==> config.mk <==
export PLATFORM = sky130hd
export DESIGN_NAME = rand_gen_arbiter
export DESIGN_NICKNAME = d
export VERILOG_FILES = /design/src/rtl/rand_gen_arb_pkg.sv /design/src/rtl/rand_gen_arbiter_rr_picker.sv /design/src/rtl/rand_gen_arbiter.sv
export SDC_FILE = /design/constraint.sdc
export NUM_CORES = 1
export LEC_CHECK = 0
export CORE_AREA = 2 2 159 161
export CTS_CLUSTER_SIZE = 10
export DETAILED_ROUTE_END_ITERATION = 8
export DIE_AREA = 0 0 161 163
export GPL_ROUTABILITY_DRIVEN = 0
export GPL_TIMING_DRIVEN = 0
export PLACE_DENSITY_LB_ADDON = 0.05
export SYNTH_ARGS = -nofsm -noshare
export SYNTH_HDL_FRONTEND = slang
export SYNTH_HIERARCHICAL = 1
export SYNTH_SLANG_ARGS = --single-unit
export TNS_END_PERCENT = 20
==> constraint.sdc <==
create_clock -name i_clk -period 5.7 [get_ports i_clk]
set_input_delay 0.855 -clock i_clk [delete_from_list [all_inputs] [get_ports i_clk]]
set_output_delay 0.855 -clock i_clk [all_outputs]
set_load 0.1 [all_outputs]
==> src/rtl/rand_gen_arb_pkg.sv <==
// ----------------------------------------------------------------------------
// rand_gen_arb_pkg
// Shared types and helpers for the rand_gen round-robin arbiter.
//   t_arb_state : arbiter FSM state encoding
//   MAX_REQ     : largest supported requester count
//   t_req_idx   : requester index wide enough for MAX_REQ requesters
//   rr_next     : pointer increment that wraps modulo n
// ----------------------------------------------------------------------------
package rand_gen_arb_pkg;

  localparam int MAX_REQ = 8;
  localparam int IDX_W   = $clog2(MAX_REQ);

  typedef logic [IDX_W-1:0] t_req_idx;

  typedef enum logic [1:0] {
    e_idle,
    e_issue,
    e_busy,
    e_resp
  } t_arb_state;

  // Next round-robin position after idx among n requesters.
  function automatic t_req_idx rr_next(input t_req_idx idx, input int n);
    if (int'(idx) + 1 >= n) return '0;
    return idx + t_req_idx'(1);
  endfunction

endpackage

==> src/rtl/rand_gen_arbiter_rr_picker.sv <==
// ----------------------------------------------------------------------------
// rr_picker
// Combinational round-robin selector: picks the first active request at or
// after the pointer, wrapping to requester 0.
// Ports:
//   i_req   [NUM_REQ]  request levels
//   i_ptr              round-robin start position
//   o_grant [NUM_REQ]  one-hot winner (all zero when no request)
//   o_idx              index of the winner
//   o_any              at least one request is active
// ----------------------------------------------------------------------------
module rr_picker
  import rand_gen_arb_pkg::*;
#(
  parameter int NUM_REQ = 4
) (
  input  logic [NUM_REQ-1:0] i_req,
  input  t_req_idx           i_ptr,
  output logic [NUM_REQ-1:0] o_grant,
  output t_req_idx           o_idx,
  output logic               o_any
);

  logic found;

  // Two passes avoid a barrel rotate: first the upper segment [ptr, N-1],
  // then the wrapped segment starting at 0.
  always_comb begin
    // NOTE: every output gets a value before any branch so no latch is inferred.
    o_grant = '0;
    o_idx   = '0;
    o_any   = |i_req;
    found   = 1'b0;
    for (int j = 0; j < NUM_REQ; j++) begin
      if (!found && i_req[j] && (t_req_idx'(j) >= i_ptr)) begin
        found      = 1'b1;
        o_grant[j] = 1'b1;
        o_idx      = t_req_idx'(j);
      end
    end
    for (int j = 0; j < NUM_REQ; j++) begin
      if (!found && i_req[j]) begin
        found      = 1'b1;
        o_grant[j] = 1'b1;
        o_idx      = t_req_idx'(j);
      end
    end
  end

endmodule

==> src/rtl/rand_gen_arbiter.sv <==
// ----------------------------------------------------------------------------
// rand_gen_arbiter
// Shares one rand_gen between NUM_REQ requesters with round-robin arbitration.
// Sequences rand_gen through generate/ready/done and routes the result back
// to the granted requester only.
//
// Optional feature: define RAND_ARB_TIMEOUT_EN to add a BUSY watchdog that
// completes the transaction as invalid after TIMEOUT_CYC cycles.
//
// Ports:
//   i_clk, i_rst        clock, synchronous active-high reset
//   i_req   [NUM_REQ]   request levels, held until the matching o_done
//   i_upper/i_lower     packed per-requester bounds, slice k = [k*VAL_W +: VAL_W]
//   o_grant [NUM_REQ]   one-hot owner of rand_gen
//   o_done  [NUM_REQ]   one-cycle result pulse
//   o_invalid[NUM_REQ]  qualifies o_done (bounds rejected or timeout)
//   o_val               result, valid in the o_done cycle
//   o_gen               rand_gen generate pulse
//   o_gen_upper/lower   bounds to rand_gen, stable from ISSUE to RESP
//   i_gen_ready/done/invalid/val  rand_gen status and result
// ----------------------------------------------------------------------------
module rand_gen_arbiter
  import rand_gen_arb_pkg::*;
#(
  parameter int NUM_REQ     = 4,
  parameter int VAL_W       = 32,
  parameter int TIMEOUT_CYC = 1024
) (
  input  logic                     i_clk,
  input  logic                     i_rst,
  input  logic [NUM_REQ-1:0]       i_req,
  input  logic [NUM_REQ*VAL_W-1:0] i_upper,
  input  logic [NUM_REQ*VAL_W-1:0] i_lower,
  output logic [NUM_REQ-1:0]       o_grant,
  output logic [NUM_REQ-1:0]       o_done,
  output logic [NUM_REQ-1:0]       o_invalid,
  output logic [VAL_W-1:0]         o_val,
  output logic                     o_gen,
  output logic [VAL_W-1:0]         o_gen_upper,
  output logic [VAL_W-1:0]         o_gen_lower,
  input  logic                     i_gen_ready,
  input  logic                     i_gen_done,
  input  logic                     i_gen_invalid,
  input  logic [VAL_W-1:0]         i_gen_val
);

  if (NUM_REQ < 2 || NUM_REQ > MAX_REQ || TIMEOUT_CYC < 1) begin : g_bad_cfg
    $error("rand_gen_arbiter: unsupported parameter set");
  end

  t_arb_state         state_q, state_d;
  t_req_idx           rr_q, rr_d;
  t_req_idx           idx_q, idx_d;
  logic [NUM_REQ-1:0] grant_q, grant_d;
  logic [NUM_REQ-1:0] done_q, done_d;
  logic [NUM_REQ-1:0] invalid_q, invalid_d;
  logic [VAL_W-1:0]   val_q, val_d;
  logic               gen_q, gen_d;
  logic [VAL_W-1:0]   upper_q, upper_d;
  logic [VAL_W-1:0]   lower_q, lower_d;

  logic [NUM_REQ-1:0] pick_grant;
  t_req_idx           pick_idx;
  logic               pick_any;

`ifdef RAND_ARB_TIMEOUT_EN
  localparam int               CNT_W     = $clog2(TIMEOUT_CYC + 1);
  localparam logic [CNT_W-1:0] CNT_LIMIT = CNT_W'(TIMEOUT_CYC);
  logic [CNT_W-1:0] cnt_q, cnt_d;
`endif

  rr_picker #(
    .NUM_REQ (NUM_REQ)
  ) u_picker (
    .i_req   (i_req),
    .i_ptr   (rr_q),
    .o_grant (pick_grant),
    .o_idx   (pick_idx),
    .o_any   (pick_any)
  );

  always_comb begin
    state_d   = state_q;
    rr_d      = rr_q;
    idx_d     = idx_q;
    grant_d   = grant_q;
    upper_d   = upper_q;
    lower_d   = lower_q;
    // Pulse-style outputs fall back to zero unless a transition asserts them.
    done_d    = '0;
    invalid_d = '0;
    val_d     = '0;
    gen_d     = 1'b0;
`ifdef RAND_ARB_TIMEOUT_EN
    cnt_d     = cnt_q;
`endif

    unique case (state_q)
      e_idle: begin
        if (pick_any && i_gen_ready) begin
          state_d = e_issue;
          idx_d   = pick_idx;
          grant_d = pick_grant;
          gen_d   = 1'b1;
          // Bounds are captured here so the requester may change them freely.
          for (int j = 0; j < NUM_REQ; j++) begin
            if (pick_grant[j]) begin
              upper_d = i_upper[j*VAL_W +: VAL_W];
              lower_d = i_lower[j*VAL_W +: VAL_W];
            end
          end
        end
      end

      e_issue: begin
        state_d = e_busy;
`ifdef RAND_ARB_TIMEOUT_EN
        cnt_d   = '0;
`endif
      end

      e_busy: begin
        if (i_gen_done) begin
          state_d   = e_resp;
          grant_d   = '0;
          done_d    = grant_q;
          invalid_d = i_gen_invalid ? grant_q : '0;
          val_d     = i_gen_val;
        end
`ifdef RAND_ARB_TIMEOUT_EN
        else if (cnt_q + CNT_W'(1) == CNT_LIMIT) begin
          state_d   = e_resp;
          grant_d   = '0;
          done_d    = grant_q;
          invalid_d = grant_q;
          val_d     = '0;
        end else begin
          cnt_d = cnt_q + CNT_W'(1);
        end
`endif
      end

      e_resp: begin
        state_d = e_idle;
        rr_d    = rr_next(idx_q, NUM_REQ);
      end

      default: state_d = e_idle;
    endcase
  end

  always_ff @(posedge i_clk) begin
    if (i_rst) begin
      // NOTE: state updates use <= so every flop samples pre-edge values.
      state_q   <= e_idle;
      rr_q      <= '0;
      idx_q     <= '0;
      grant_q   <= '0;
      done_q    <= '0;
      invalid_q <= '0;
      val_q     <= '0;
      gen_q     <= 1'b0;
      upper_q   <= '0;
      lower_q   <= '0;
`ifdef RAND_ARB_TIMEOUT_EN
      cnt_q     <= '0;
`endif
    end else begin
      state_q   <= state_d;
      rr_q      <= rr_d;
      idx_q     <= idx_d;
      grant_q   <= grant_d;
      done_q    <= done_d;
      invalid_q <= invalid_d;
      val_q     <= val_d;
      gen_q     <= gen_d;
      upper_q   <= upper_d;
      lower_q   <= lower_d;
`ifdef RAND_ARB_TIMEOUT_EN
      cnt_q     <= cnt_d;
`endif
    end
  end

  assign o_grant     = grant_q;
  assign o_done      = done_q;
  assign o_invalid   = invalid_q;
  assign o_val       = val_q;
  assign o_gen       = gen_q;
  assign o_gen_upper = upper_q;
  assign o_gen_lower = lower_q;

endmodule

==> impl_results.md, run 1 <==
- Diode count: 0
- Die X: 161 um
- Cts bufs inserted: 17
- Synth async-reset ratio: 0%
- Clock power frac: 24.6%
- Cell Pwr Density: 405 mW/mm^2
- Yosys warnings: 6
- Mapped Cells: ~630
- Leakage: 4.03 nW
- Gr usage total: 19.4%
- Num rows: 58
- Die height: 163 um
- Reg clk slew, reported paths: 0.06 ns
- Fmax: around 320 MHz
- Clock Tree Buf Depth: 2
- Gate power share: between 50 and 60%
- First-pass GRT wire length: 38,300 um
- Critical hold path startpoint: o_gen_lower[12]
- Final HPWL DP: 20,800 um
- Post-synth EDFFs: 0
- DR pass1 iterations: 4
- Largest fanout on the critical path: 10
- Most frequent cells in the layout: clkdlybuf4s50_1 (403), nor2_1 (140), dfxtp_1 (117)
- Sequential area share after synthesis: between 30% and 40%
- XOR/XNOR Fraction of Synth Area: 0%
- CORE AREA: roughly 0.025 mm^2
- Post-synth net total: 931
- Largest net degree at the start of global routing: 17
- # IOs: 406
- CTS H-tree depth: 4
- Area Growth Syn to Fin: 85.5%
- DR WL/cell: 18.9 um
- # DRC: 0
- Multiplexer area fraction after synthesis: about 12%
- Final hold viol count: 0
- VDD IR max: 0.000161 V
- Vias in the first global route: 6,290
- Ys flop type: dfxtp_1
- Post-Route Skew: 0.0145 ns
- Final critical-path setup slack: 2.58 ns
- RR Startpoint: rr_q[0]
- Flop pwr share: 23.8%
- Fill cells: roughly 2,500
- Post-CTS Resized: 0
- Final Setup Violations: 0
- Setup TNS: 0 ns
- Drt initial violations: 239
- Worst EP arrival: 3.45 ns
- Setup Buffers After CTS: 0
- Routed wire length: around 26,000 um
- Setup crit end kind: register
- Fin cells: 1,392
- Synth Cell Area: 0.00589 mm^2
- Placed Cells: ~1,400
- Worst Tran Pin Value: 1.12 ns
- Initial core utilization: a little under a quarter
- CTS tree: done
- Tightest Hold Check Type: reg -> reg
- Nets@finish: between 1,000 and 1,500
- CP Launch Type: primary input
- Sw Share: a little under half
- Crit path from: i_req[2]
- Overall power: 4.42 mW
- Sinks on Clock Net: 117
- Slew margin rel.: 25.0%
- Main combinational cell family by area after synthesis: compound AO/OA/AOI/OAI gates
- Tmin final: 3.12 ns
- Fin. max-slew vios: 0
- R2R setup slack: 2.98 ns
- Fraction of the mapped netlist area in adder cells: 1.27%
- Number of vias per cell: 4.56
- Period Utilization, post-route: a little over half
- Crit path required time: just over 6 ns
- Status: completed
- Crit Path Category: in -> reg
- Psw: 2.11 mW
- Most common cell after layout, fill and taps aside: clkdlybuf4s50_1
- Syn_area_per_cell: around 9.4 um^2
- P_int: 2.31 mW
- Max Cap Viol: 0
- Initial antenna violation count: 0
- Root Buffer: clkbuf_16
- Die area: 0.0262 mm^2
- Netlist cell types: between 40 and 50
- Clk_lat worst skew: 0.42 ns
- RSZ-0062 raised after global routing: no
- Pre-CTS WS: approximately 2.1 ns
- Simple-Gate Fraction of Synth Area: approximately 17%
- Number of port buffers: 403
- Vias post-DR: 6,347
- #FFs+latches synth: 117
- Post-route ant nets: 0
- Cts-stage hold buffer count: 0
- Grt ovf: 0
- Post-synthesis compound-gate area fraction: 24.4%
- Share of layout cells above drive strength 1: 10.6%
==> kinds of logic (layout without fill, tap and decap cells) <==
group,count (synthesis),count (layout)
fa+ha+maj,6,6
buf+inv,63,497
mux,71,71
compound gates,158,158
other cells,1,1
simple gates,212,212
flops,117,117
==> per-layer routing <==
layer | up-vias | part of all wire (%) | global-route usage [%]
met5 | - | 0 | 0
met1 | 2920 | 41 | 22.9
met4 | 0 | 1.5 | 5.60
met2 | 244 | 50 | 34.1
li1 | 3156 | - | -
met3 | 27 | 7.7 | 5.96
==> Yosys cell counts (7+ instances only) <==
| library cell | number | area share (%) |
|---|---|---|
| dfxtp_1 | 117 | 40 |
| nor2_1 | 140 | 8.9 |
| a221oi_1 | 63 | 9.4 |
| a211oi_2 | 39 | 8.3 |
| buf_1 | 7 | 0.45 |
| a21oi_1 | 10 | 0.85 |
| and2_1 | 36 | 3.8 |
| nor2b_1 | 7 | 0.74 |
| clkbuf_1 | 12 | 0.76 |
| buf_2 | 23 | 2.0 |
| a211oi_1 | 26 | 3.3 |
| buf_4 | 15 | 1.9 |
| mux2i_1 | 71 | 12 |
==> registers in the layout, summed over array words and instances, names as in the netlist <==
| signal | count |
|---|---|
| rr_q | 3 |
| o_gen_upper | 32 |
| o_gen | 1 |
| o_invalid | 4 |
| state_q | 2 |
| o_done | 4 |
| idx_q | 3 |
| o_gen_lower | 32 |
| o_grant | 4 |
| o_val | 32 |
==> path summary, 6_finish.rpt <==
kind                      to  cells past startpoint
max           o_gen_upper[2]                      8
min reg2reg  o_gen_lower[12]                      2
min          o_gen_lower[12]                      2
max reg2reg   o_gen_upper[2]                      7
==> worst max-delay path, cell delays in order <==
cell and delay (ns):
clkdlybuf4s50_1 0.47, or3b_1 0.36, a31oi_1 0.18, o21a_1 0.27, buf_2 0.33, buf_1 0.48
a221oi_1 0.25, a211oi_2 0.24
==> area by class of cell <==
class                           count  area [um^2]  share of cell area, %
Timing Repair Buffer              403         4030                   36.9
Multi-Input combinational cell    448         3210                   29.4
Sequential cell                   117         2340                   21.4
Clock buffer                       17          425                   3.89
Tap cell                          330          413                   3.78
Buffer                             59          322                   2.94
Clock inverter                     14          165                   1.51
Inverter                            4         15.0                  0.137
==> power groups by stage <==
stage / Combinational [mW] / Sequential, mW / Clock [mW]
finish: 2.28 / 1.05 / 1.09
global placement: 2.29 / 1.07 / 0
detailed placement: 2.30 / 1.07 / 0
CTS: 2.30 / 1.06 / 1.11
global route: 2.39 / 1.08 / 1.15
floorplan: 0.554 / 2.12 / 0
==> stage by stage <==
| stage | utilization [%] | instance area, um^2 | hold slack (ns) |
|---|---|---|---|
| 2_1_floorplan | - | 5890 | 0.486 |
| 3_3_place_gp | 41.9 | 10300 | 0.482 |
| 3_5_place_dp | 41.9 | 10300 | 0.488 |
| 4_1_cts | 44.3 | 10900 | 0.499 |
| 5_1_grt | 44.3 | 10900 | 0.516 |
| 6_report | 44.3 | 10900 | 0.497 |
Power figures use the tool's default switching activity.
==> inputs of run 2 (changes only) <==
Settings changed: CORE_AREA 2 2 159 161 to 2 2 156 158, DIE_AREA 0 0 161 163 to 0 0 158 160.
Clock period 5.7 ns to 2.9 ns, I/O delays scaled along.
==> run 2 against run 1 <==
  * Core utilization up 1.7 points
  * Sequential share of layout area down 0.059 points
  * Via count down 1.5%
  * Clock skew down 0.0032 ns
  * Design area up 0.28%
  * Die area down 3.7%
  * Critical path depth up 2
==> impl_results.md, run 2 (same netlist as run 1, synthesis figures left out) <==
- Status: completed
- FF/Latch Area: 0.00234 mm^2
- Reg clk slew, reported paths: 0.05 ns
- CORE AREA: ~0.024 mm^2
- Slew margin rel.: 27.5%
- CTS H-tree depth: 4
- Placed Area: slightly above 0.01 mm^2
- Number of port buffers: 403
- Fin. max-slew vios: 0
- Hold Crit Endpoint: o_gen_upper[29]
- Root Buffer: clkbuf_16
- Critical hold path startpoint: o_gen_upper[29]
- Grt ovf: 0
- Area of the multi-input gates: 0.00322 mm^2
- Tightest Hold Check Type: reg -> reg
- Leakage: 4.05 nW
- Sinks on Clock Net: 117
- Die height: 160 um
- Initial antenna violation count: 1
- Post-route ant nets: 0
- Routed wire length: about 26,000 um
- Cts-stage hold buffer count: 0
- Cell Pwr Density: approximately 800 mW/mm^2
- Most frequent cells in the layout: clkdlybuf4s50_1 (403), nor2_1 (140), dfxtp_1 (117)
- Setup Buffers After CTS: 0
- Final Setup Violations: 0
- Setup crit end kind: register
- Final HPWL DP: 20,500 um
- Period Utilization, post-route: 92.6%
- Fmax: 373 MHz
- # DRC: 0
- Cts bufs inserted: 17
- RR Startpoint: rr_q[0]
- R2R setup slack: about 0.26 ns
- Setup TNS: 0 ns
- CP bufs+invs: 3
- Number of vias per cell: 4.51
- Final core occ: a little under half
- CP peak stage delay: 0.55 ns
- Tmin final: 2.68 ns
- Crit Path Category: in -> reg
- Die X: 158 um
- Largest fanout on the critical path: 10
- Final critical-path setup slack: 0.215 ns
- CP Launch Type: primary input
- Gr usage total: 19.5%
- Largest net degree at the start of global routing: 17
- Vias in the first global route: 6,209
- Cell count of the worst reg-to-reg path: 9
- Max Cap Viol: 0
- Most common cell after layout, fill and taps aside: clkdlybuf4s50_1
- VDD IR max: roughly 0.00028 V
- Hold Path Stages: 2
- Worst EP arrival: ~3.0 ns
- Post-route cell area: 0.0110 mm^2
- Pre-CTS WS: -0.330 ns
- Initial core utilization: 24.7%
- DR pass1 iterations: 4
- CTS tree: done
- Die area: 0.0253 mm^2
- Clock Tree Buf Depth: 2
- RSZ-0062 raised after global routing: no
- DR WL/cell: 18.5 um
- First-pass GRT wire length: 37,000 um
- Post-Route Skew: 0.0114 ns
- Hold WS: 0.493 ns
- Placed Cells: 1,355
- Crit path required time: 3.16 ns
- CP Cell Sequence: clkdlybuf4s50_1 > nor2b_1 > o2bb2ai_1 > o311a_1 > or2_1 > buf_2 > buf_4 > nor2_1 > a221oi_1 > a211oi_2
- Overall power: 8.73 mW
- Share of layout cells above drive strength 1: 10.9%
- Fin cells: 1,387
- Clk_lat worst skew: 0.42 ns
- Area Growth Syn to Fin: 86.0%
- Final hold viol count: 0
- Nets@finish: approximately 1,400
- Critical path's slowest cell: clkdlybuf4s50_1
- Fill cells: 2,398
- Vias post-DR: 6,254
- Worst Tran Pin Value: 1.08 ns
- # IOs: 406
- Num rows: 57
- CP top delay family: buffers and inverters
- Drt initial violations: 278
- Reg-to-Reg End: o_gen_upper[7]
run 2: changes by cell type in the layout (fill, tap and decap cells not counted):
cell        before  now
clkbuf_8         0    1
o21a_2           0    1
a221oi_1        63   61
a221oi_2         0    2
inv_8            1    0
diode_2          0    1
clkinv_4         2    5
clkinvlp_4       2    1
bufinv_16        2    3
o21a_1           2    1
inv_6            7    3
clkinv_2         0    1
run 2: area by class of cell:
type	instances	share of cell area, %
sequential	117	21.4
multi-input combinational	448	29.4
clock inverter	13	1.58
antenna	1	0.0228
buffer	59	2.93
tap	324	3.70
timing repair buffer	403	36.8
clock buffer	18	4.01
inverter	4	0.137
run 2: how the worst max path moves through the flow:
stage / end / slack, ns / start / cells after the start
2_1_floorplan: o_gen_lower[18] / 0.75 / i_req[0] / 10
3_3_place_gp: o_gen_upper[13] / -0.31 / i_req[2] / 10
3_5_place_dp: o_gen_upper[5] / -0.33 / i_req[3] / 10
4_1_cts: o_gen_upper[13] / 0.06 / rr_q[0] / 9
5_1_grt: o_gen_upper[8] / 0.06 / rr_q[0] / 9
6_report: o_gen_upper[7] / 0.22 / i_req[3] / 10
run 2: repair_timing:
item / in CTS / in global routing
setup endpoints to repair: 0 / 7
endpoints found under the hold margin: 0 / 0
gates resized for setup: 0 / 3
run 2: where the power goes:
| part | switching, mW | total, mW | internal [mW] |
|---|---|---|---|
| Clock | 0.800 | 2.18 | 1.38 |
| Combinational | 3.13 | 4.47 | 1.35 |
| Sequential | 0.163 | 2.08 | 1.92 |
| Total | 4.09 | 8.73 | 4.64 |
run 2: worst register-to-register path, stage by stage, from the launching register on:
cell and delay, ns:
dfxtp_1 0.49, or3b_1 0.38, a31oi_1 0.17, o21a_2 0.23
or2_1 0.12, buf_2 0.26, buf_4 0.28, nor2_1 0.08
a221oi_1 0.36, a211oi_2 0.12
run 2: layer usage:
layer | share of wire (%) | GRT usage [%] | vias to the layer above | wire, um
li1 | - | - | 3142 | -
met1 | 40 | 22.9 | 2838 | 10300
met2 | 50 | 34.2 | 248 | 12800
met3 | 8.8 | 5.89 | 26 | 2270
met4 | 1.3 | 5.45 | 0 | 333
met5 | 0 | 0 | - | 0
